<file path="src/rtl/run_sequencer_pkg.sv">
// Shared definitions for the run sequencer.
//   seq_state_t         : sequencer FSM state encoding
//   SEQ_TIMEOUT_DEFAULT : default RUN-state cycle limit
package definitions;

  typedef enum logic [2:0] {
    IDLE,
    RST,
    STRT,
    RUN,
    FIN
  } seq_state_t;

  localparam logic [15:0] SEQ_TIMEOUT_DEFAULT = 16'hFFFF;

endpackage

</file>
<file path="src/rtl/run_sequencer_counter.sv">
// Up-counter with synchronous clear and enable, plus a flag that is high when
// the next increment would reach Terminal (Count + 1 == Terminal).
//   Clk, Reset : clock and synchronous active-high reset
//   Clear      : zero the count (wins over Enable)
//   Enable     : increment the count
//   Count      : current count, registered
//   Match      : Count + 1 == Terminal
module run_counter #(
  parameter int unsigned   CW       = 16,
  parameter logic [CW-1:0] Terminal = '1
) (
  input  logic          Clk,
  input  logic          Reset,
  input  logic          Clear,
  input  logic          Enable,
  output logic [CW-1:0] Count,
  output logic          Match
);

  logic [CW:0] countPlusOne;

  // One extra bit so the compare is exact even at the all-ones count.
  assign countPlusOne = {1'b0, Count} + {{CW{1'b0}}, 1'b1};
  assign Match        = (countPlusOne == {1'b0, Terminal});

  always_ff @(posedge Clk) begin
    if (Reset) begin
      Count <= '0;
    end else if (Clear) begin
      Count <= '0;
    end else if (Enable) begin
      Count <= countPlusOne[CW-1:0];
    end
  end

endmodule

</file>
<file path="src/rtl/run_sequencer.sv">
// Host-side run controller: on a host request it pulses the processor reset,
// then holds start for START_LEN cycles, then counts RUN cycles until the
// processor Ack or TIMEOUT, and reports over a four-phase Req/Done handshake.
//   Clk, Reset       : clock, synchronous active-high reset
//   Req, ProgSel     : host request level and program index
//   DutAck           : processor done flag, only observed in RUN
//   DutReset/Start   : registered processor controls
//   DutProgSel       : program index latched at accept
//   Busy, Done       : handshake status
//   TimedOut, Cycles : run result, valid with Done, held until next accept
module run_sequencer
  import definitions::*;
#(
  parameter int unsigned   CW        = 16,
  parameter logic [CW-1:0] TIMEOUT   = CW'(SEQ_TIMEOUT_DEFAULT),
  parameter int unsigned   START_LEN = 2,
  parameter int unsigned   PW        = 2
) (
  input  logic          Clk,
  input  logic          Reset,
  input  logic          Req,
  input  logic [PW-1:0] ProgSel,
  input  logic          DutAck,
  output logic          DutReset,
  output logic          DutStart,
  output logic [PW-1:0] DutProgSel,
  output logic          Busy,
  output logic          Done,
  output logic          TimedOut,
  output logic [CW-1:0] Cycles
);

  seq_state_t stateQ, stateD;

  logic          cycClear, cycEnable, cycMatch;
  logic          pulseClear, pulseEnable, pulseMatch;
  logic [CW-1:0] pulseCount;
  logic          unusedPulse;
  logic          timedOutD;
  logic [PW-1:0] progSelD;

  // Cycles is the counter itself: cleared at accept, frozen outside RUN.
  run_counter #(
    .CW       (CW),
    .Terminal (TIMEOUT)
  ) u_cycle_counter (
    .Clk    (Clk),
    .Reset  (Reset),
    .Clear  (cycClear),
    .Enable (cycEnable),
    .Count  (Cycles),
    .Match  (cycMatch)
  );

  run_counter #(
    .CW       (CW),
    .Terminal (CW'(START_LEN))
  ) u_pulse_counter (
    .Clk    (Clk),
    .Reset  (Reset),
    .Clear  (pulseClear),
    .Enable (pulseEnable),
    .Count  (pulseCount),
    .Match  (pulseMatch)
  );

  // Only the terminal flag of the pulse counter is needed.
  assign unusedPulse = ^pulseCount;

  always_comb begin
    stateD      = stateQ;
    cycClear    = 1'b0;
    cycEnable   = 1'b0;
    pulseClear  = 1'b0;
    pulseEnable = 1'b0;
    timedOutD   = TimedOut;
    progSelD    = DutProgSel;
    unique case (stateQ)
      IDLE: begin
        if (Req) begin
          progSelD  = ProgSel;
          cycClear  = 1'b1;
          timedOutD = 1'b0;
          stateD    = RST;
        end
      end
      RST: begin
        pulseClear = 1'b1;
        stateD     = STRT;
      end
      STRT: begin
        if (pulseMatch) begin
          cycClear = 1'b1;
          stateD   = RUN;
        end else begin
          pulseEnable = 1'b1;
        end
      end
      RUN: begin
        // Ack has priority over the timeout on the same cycle.
        if (DutAck) begin
          timedOutD = 1'b0;
          stateD    = FIN;
        end else begin
          // Increment on the timeout cycle too, so Cycles lands on TIMEOUT.
          cycEnable = 1'b1;
          if (cycMatch) begin
            timedOutD = 1'b1;
            stateD    = FIN;
          end
        end
      end
      FIN: begin
        if (!Req) begin
          stateD = IDLE;
        end
      end
      default: stateD = IDLE;
    endcase
  end

  // Outputs are registered from the next state so they align with the state.
  always_ff @(posedge Clk) begin
    if (Reset) begin
      stateQ     <= IDLE;
      DutReset   <= 1'b0;
      DutStart   <= 1'b0;
      DutProgSel <= '0;
      Busy       <= 1'b0;
      Done       <= 1'b0;
      TimedOut   <= 1'b0;
    end else begin
      stateQ     <= stateD;
      DutReset   <= (stateD == RST);
      DutStart   <= (stateD == STRT);
      DutProgSel <= progSelD;
      Busy       <= (stateD == RST) || (stateD == STRT) || (stateD == RUN);
      Done       <= (stateD == FIN);
      TimedOut   <= timedOutD;
    end
  end

endmodule

</file>
<file path="config.mk">
export PLATFORM = sky130hd
export DESIGN_NAME = run_sequencer
export DESIGN_NICKNAME = d
export VERILOG_FILES = /design/src/rtl/run_sequencer_pkg.sv /design/src/rtl/run_sequencer_counter.sv /design/src/rtl/run_sequencer.sv
export SDC_FILE = /design/constraint.sdc
export NUM_CORES = 1
export LEC_CHECK = 0
export CAP_MARGIN = 20
export CORE_MARGIN = 10
export CORE_UTILIZATION = 25
export CTS_CLUSTER_DIAMETER = 80
export DETAILED_ROUTE_END_ITERATION = 12
export HOLD_SLACK_MARGIN = 0.12
export PLACE_DENSITY = 0.47
export SYNTH_ARGS = -nofsm -noshare
export SYNTH_HDL_FRONTEND = slang
export SYNTH_SLANG_ARGS = --single-unit
</file>
<file path="constraint.sdc">
create_clock -name Clk -period 3.1 [get_ports Clk]
set_clock_uncertainty 0.05 [all_clocks]
set_input_delay 0.93 -clock Clk [delete_from_list [all_inputs] [get_ports Clk]]
set_output_delay 0.93 -clock Clk [all_outputs]
set_load 0.02 [all_outputs]
</file>
# Yosys cells after proc, flatten, opt, wreduce, memory -nomap -nowiden
# Cells that the tools add are included.
[word_totals] regBits=42 out_inout_bits=23 elab_cells=49
[op_classes] addsub=2 eq_ne=12 mux=18 reduce_logical=8
[ops] operator="$add 16x1->17 const B" count=2
[ops] operator="$eq 17x16->1 const B" count=1
[ops] operator="$eq 17x2->1 const B" count=1
[ops] operator="$mux 3" count=5
[ops] operator="$pmux 3 s5" count=1
[ops] operator="$eq 3x2->1 const B" count=4
[ops] operator="$mux 1" count=10
[ops] operator="$eq 3x1->1 const B" count=2
[ops] operator="$eq 3x3->1 const B" count=2
[ops] operator="$pmux 1 s2" count=2
[ops] operator="$reduce_or 2->1" count=2
[ops] operator="$logic_not 3->1" count=1
[ops] operator="$ne 3x3->1 const B" count=1
[ops] operator="$reduce_and 3->1" count=1
[ops] operator="$logic_or 1x1->1" count=2
[ops] operator="$ne 2x2->1 const B" count=1
[ops] operator="$reduce_and 2->1" count=1
[ops] operator="$reduce_bool 2->1" count=1

# Longest topological paths before layout
[logic_depth] depth_word=8 ltp_mapped=8 ltp_nobuf=7

# Modules after synthesis
# From an unflattened synthesis, not the netlist that was laid out.
[hier_totals] cells_unflattened=262 hier_area_um2=2307.2
[by_module_without_submodules] mod="run_counter at u_pulse_counter" instances=1 cells_per_inst=109 area_per_inst_um2=953.4 seq_area_each_um2=320.3
[by_module_without_submodules] mod="run_counter at u_cycle_counter" instances=1 cells_per_inst=105 area_per_inst_um2=883.3 seq_area_each_um2=320.3
[by_module_without_submodules] mod="run_sequencer" instances=1 cells_per_inst=48 area_per_inst_um2=470.5 seq_area_each_um2=200.2

# Worst setup path after synthesis
# OpenSTA, ideal clock, no wires.
[synth_timing] kind="register to register" startpoint="register u_cycle_counter.Count[0]" endpoint="register Busy" setup_ps=120 arrival_time_ps=2183 required_ps=2930 setup_slack_ps=747 stages_incl_launch_ff=8 period_less_slack_ps=2353 path_cell_list="dfxtp_1 > ha_1 > nand2_1 > or3_1 > a2111oi_2 > and3_1 > a21oi_1 > o31a_1"
[synth_via] elab_chain_len=8 word_cells_on_any_way=10
[synth_rtl] element="start: declaration" line="run_sequencer_counter.sv:16" text="output logic [CW-1:0] Count,"
[synth_rtl] element="start signal: assignment" line="run_sequencer_counter.sv:32" text="Count <= countPlusOne[CW-1:0];"
[synth_rtl] element="$add 16x1->17 (*)" line="run_sequencer_counter.sv:23" text="assign countPlusOne = {1'b0, Count} + {{CW{1'b0}}, 1'b1};"
[synth_rtl] element="$eq 17x16->1 (*)" line="run_sequencer_counter.sv:24" text="assign Match = (countPlusOne == {1'b0, Terminal});"
[synth_rtl] element="$mux 3 (*)" line="run_sequencer.sv:107" text="if (cycMatch) begin"
[synth_rtl] element="$mux 3 (*)" line="run_sequencer.sv:101" text="if (DutAck) begin"
[synth_rtl] element="$pmux 3 s5 (*)" line="run_sequencer.sv:78" text="unique case (stateQ)"
[synth_rtl] element="$eq 3x1->1 / $eq 3x2->1 (equally long branches)" line="run_sequencer.sv:137" text="Busy <= (stateD == RST) || (stateD == STRT) || (stateD == RUN);"
[synth_rtl] element="$logic_or 1x1->1" line="run_sequencer.sv:137"
[synth_rtl] element="$logic_or 1x1->1 (*)" line="run_sequencer.sv:137"
[synth_rtl] element="end signal: assignment" line="run_sequencer.sv:137"
[synth_rtl] element="end: declaration" line="run_sequencer.sv:27" text="output logic Busy,"
# Mark *: on every way between the ends. The rest lies on a longest branch, timed or not.
# A chain may end at the register's enable or synchronous reset.

# Worst setup path in the final report
[layout_timing] startpoint="register u_pulse_counter.Count[0]" endpoint="register DutReset"
[layout_via] elab_chain_len=5
[layout_rtl] element="start: declaration" line="run_sequencer_counter.sv:16"
[layout_rtl] element="start signal: assignment" line="run_sequencer_counter.sv:32"
[layout_rtl] element="$add 16x1->17" line="run_sequencer_counter.sv:23"
[layout_rtl] element="$eq 17x2->1" line="run_sequencer_counter.sv:24"
[layout_rtl] element="$mux 3" line="run_sequencer.sv:92" text="if (pulseMatch) begin"
[layout_rtl] element="$pmux 3 s5" line="run_sequencer.sv:78"
[layout_rtl] element="$eq 3x1->1" line="run_sequencer.sv:134" text="DutReset <= (stateD == RST);"
[layout_rtl] element="end signal: assignment" line="run_sequencer.sv:134"
[layout_rtl] element="end: declaration" line="run_sequencer.sv:24" text="output logic DutReset,"
# Every way passes these cells.

==> results.yml <==
run_status:
  outcome: "complete, no violations"
timing:
  rsz0062_at_grt: "no"
  layout_min_cycle_time_ns: 2.588
  setup_viol: 0
  maxSlewViolCount: 0
  worstMarginPinSlew_ns: 0.7185
  slew_headroom_pct: 51.99
  finalSetupTns_ns: 0
  fmax_mhz: 386.5
  hold_viol: 0
  timing.final.crit_share_pct: 83.47
logic_synthesis:
  synth_fp_nets: 303
  synth_edf_count: 0
  synthAdderAreaFrac_pct: 2.062
  yosysWarnings: 0
  yosys-top-cells-count: "dfxtp_1 (42), nand2_1 (29), nor3_1 (24)"
  netlist_area_sq_mm: 0.002427
  synth.largest_area_cell: "dfxtp_1"
  synth_top_family_by_area: "simple AND/OR/NAND/NOR gates"
  synth_xor_area_share_pct: 10.82
  async_flop_share_pct: 0
  synth_compound_area_share_pct: 10.36
  synth.most_common_cell: "dfxtp_1"
  synth_simple_gate_area_share_pct: 34.33
  synth.yosys.seq_area_share_pct: 34.64
  muxShareOfSynthArea_pct: 2.887
  netlist_top_cells_area: "dfxtp_1 (35%), xor2_1 (6.5%), nor3_1 (4.9%)"
  synth_cells: 293
  synth_top_cell_area_share_pct: 34.64
  syn_area_per_cell_sq_um: 8.284
  synth_flop_cell: "dfxtp_1"
  ys_seq_elements: 42
  synth_cell_types: 52
drt:
  ant_nets: 0
  wl_per_cell_um: 13.07
  dr.pass1.iters: 4
  drt_iter0_drc: 104
  drcViolationCount: 0
  wl_mm: 5.776
  num_vias: 2087
  viasPerCell: 4.722
floorplan:
  num_rows: 35
  coreArea_sq_mm: 0.009328
  die_w_um: 118.5
  dieArea_sq_mm: 0.01405
  io_pins: 29
  die_h_um: 118.5
  start_util_pct: 26.02
power:
  p_int_uw: 839.7
  p_per_area_mw_per_mm2: 408.9
  p_comb_share_pct: 17.9
  p_clk_share_pct: 32.8
  seqPwrFrac_pct: 49.4
  switchingPower_uw: 346.8
  switching_share_pct: 29.23
  ir_drop_uv: 167.9
  leakage_nw: 0.9814
critical_path:
  reg2regPathDepth: 8
  cp_cell_sequence: "ha_1, nor3_1, a31oi_1, or3b_1, or4_4, nor4_4, buf_4, o311a_1"
  crit_required_ns: 3.30
  crit_buf_inv: 1
  start_kind: "flop"
  path_class: "flop to flop"
  critPathMaxStageDelay_ns: 0.57
  critPathCaptureType: "flop"
  worstPathMaxFanout: 19
  cpMaxStageDelayCell: "or4_4"
  arrival_ns: 2.79
  crit_family: "simple AND/OR/NAND/NOR gates"
  cp_num_cells: 8
cts:
  cts_tree: "yes"
  post_cts_buffers: 0
  h-tree-depth: 2
  path_clk_slew_ns: 0.09
  clk_latency_ns: 0.30
  cts_sinks: 42
  ctsResizeCount: 0
  postCtsHoldBufs: 0
  clk_path_buf_depth: 2
  cts_buffers: 5
  root_buffer: "clkbuf_8"
layout:
  utilization_pct: 31.11
  n_antenna_cell: 0
  fin_nets: 322
  drive_gt1_share_pct: 7.987
  area_delta_synth_final_pct: 19.54
  fill_cells: 1004
global_routing:
  grt_start_max_net_pins: 20
  grt_pass1_vias: 2025
  antenna_found_initial: 0
  gr-usage-all-layers_pct: 8.410
  grt.overflow.total: 0
  grt_pass1_wl_mm: 10.09
placement:
  hpwl_mm: 4.260
  gp_congestion: 0.7956
  portBuffers: 28
flow_run:
  cap_violations: 0
min_path:
  holdPathStages: 2
  hold_class: "flop to flop"
==> power groups by stage <==
| stage | clock network [mW] | logic, mW | registers (mW) |
|---|---|---|---|
| detailed placement | 0 | 0.217 | 0.599 |
| finish | 0.389 | 0.212 | 0.586 |
| CTS | 0.411 | 0.218 | 0.586 |
| global route | 0.430 | 0.238 | 0.591 |
| floorplan | 0 | 0.139 | 0.603 |
| global placement | 0 | 0.216 | 0.598 |
==> placed cells by master (no fill, tap or decap), drive strengths merged, types with 6 or more instances in the layout <==
master / instances
nand4: 13
buf: 6
mux2i: 7
nand3: 17
clkbuf: 7
or3: 12
xnor2: 12
nor3: 25
nor2: 22
xor2: 18
a31oi: 6
dfxtp: 42
and3: 8
clkdlybuf4s50: 28
nand2: 29
==> worst paths after layout <==
kind                                               from                         end  slack [ns]
setup / recovery  u_pulse_counter.Count[0]$_SDFFE_PP0P_         DutReset$_SDFF_PP0_        0.51
hold reg to reg              DutProgSel[1]$_SDFFE_PP0P_  DutProgSel[1]$_SDFFE_PP0P_        0.41
hold / removal               DutProgSel[1]$_SDFFE_PP0P_  DutProgSel[1]$_SDFFE_PP0P_        0.41
setup reg to reg  u_pulse_counter.Count[0]$_SDFFE_PP0P_         DutReset$_SDFF_PP0_        0.51
==> tightest hold or removal path, cell delays in order, from the launching register on <==
cell and delay [ns]:
dfxtp_1 0.32, nand2_1 0.05, a21oi_1 0.05
==> flip-flops by register name, indices dropped and copies added, names as in the netlist <==
signal / flops
DutReset: 1
DutStart: 1
TimedOut: 1
DutProgSel: 2
u_pulse_counter.Count: 16
u_cycle_counter.Count: 16
stateQ: 3
Busy: 1
Done: 1
==> final cells by class <==
class	instances	area [sq um]	share of cell area, %
Sequential cell	42	840.8	28.98
Tap cell	129	161.4	5.563
Clock buffer	7	86.33	2.975
Multi-Input combinational cell	226	1468	50.58
Clock inverter	1	8.758	0.3019
Timing Repair Buffer	34	325.3	11.21
Inverter	3	11.26	0.3881
==> routing by layer <==
metal / track usage [%] / part of all wire, % / up-vias
li1: - / - / 1092
met1: 10.89 / 49 / 953
met2: 12.76 / 44 / 32
met3: 2.094 / 4.7 / 10
met4: 3.969 / 2.5 / 0
met5: 0 / 0 / -
==> metrics by stage <==
stage               area (sq um)  total power, mW  instances  setup slack [ns]  hold WS [ns]
floorplan                   2427           0.7414        293            0.7471        0.4179
global placement            2806           0.8142        434            0.2667        0.3955
detailed placement          2806           0.8153        434            0.2409        0.4075
CTS                         2902            1.214        442            0.4889        0.4214
global route                2902            1.259        442            0.2683        0.4438
finish                      2902            1.187        442            0.5124        0.4143
==> cell families after synthesis <==
| logic type | after synthesis |
|---|---|
| AO/OA/AOI/OAI | 33 |
| XOR/XNOR | 30 |
| adder cells (fa/ha/maj) | 4 |
| buffers and inverters | 25 |
| flip-flops | 42 |
| multiplexers | 7 |
| AND/OR/NAND/NOR | 152 |
No activity file was read; power rests on OpenSTA's default activity.
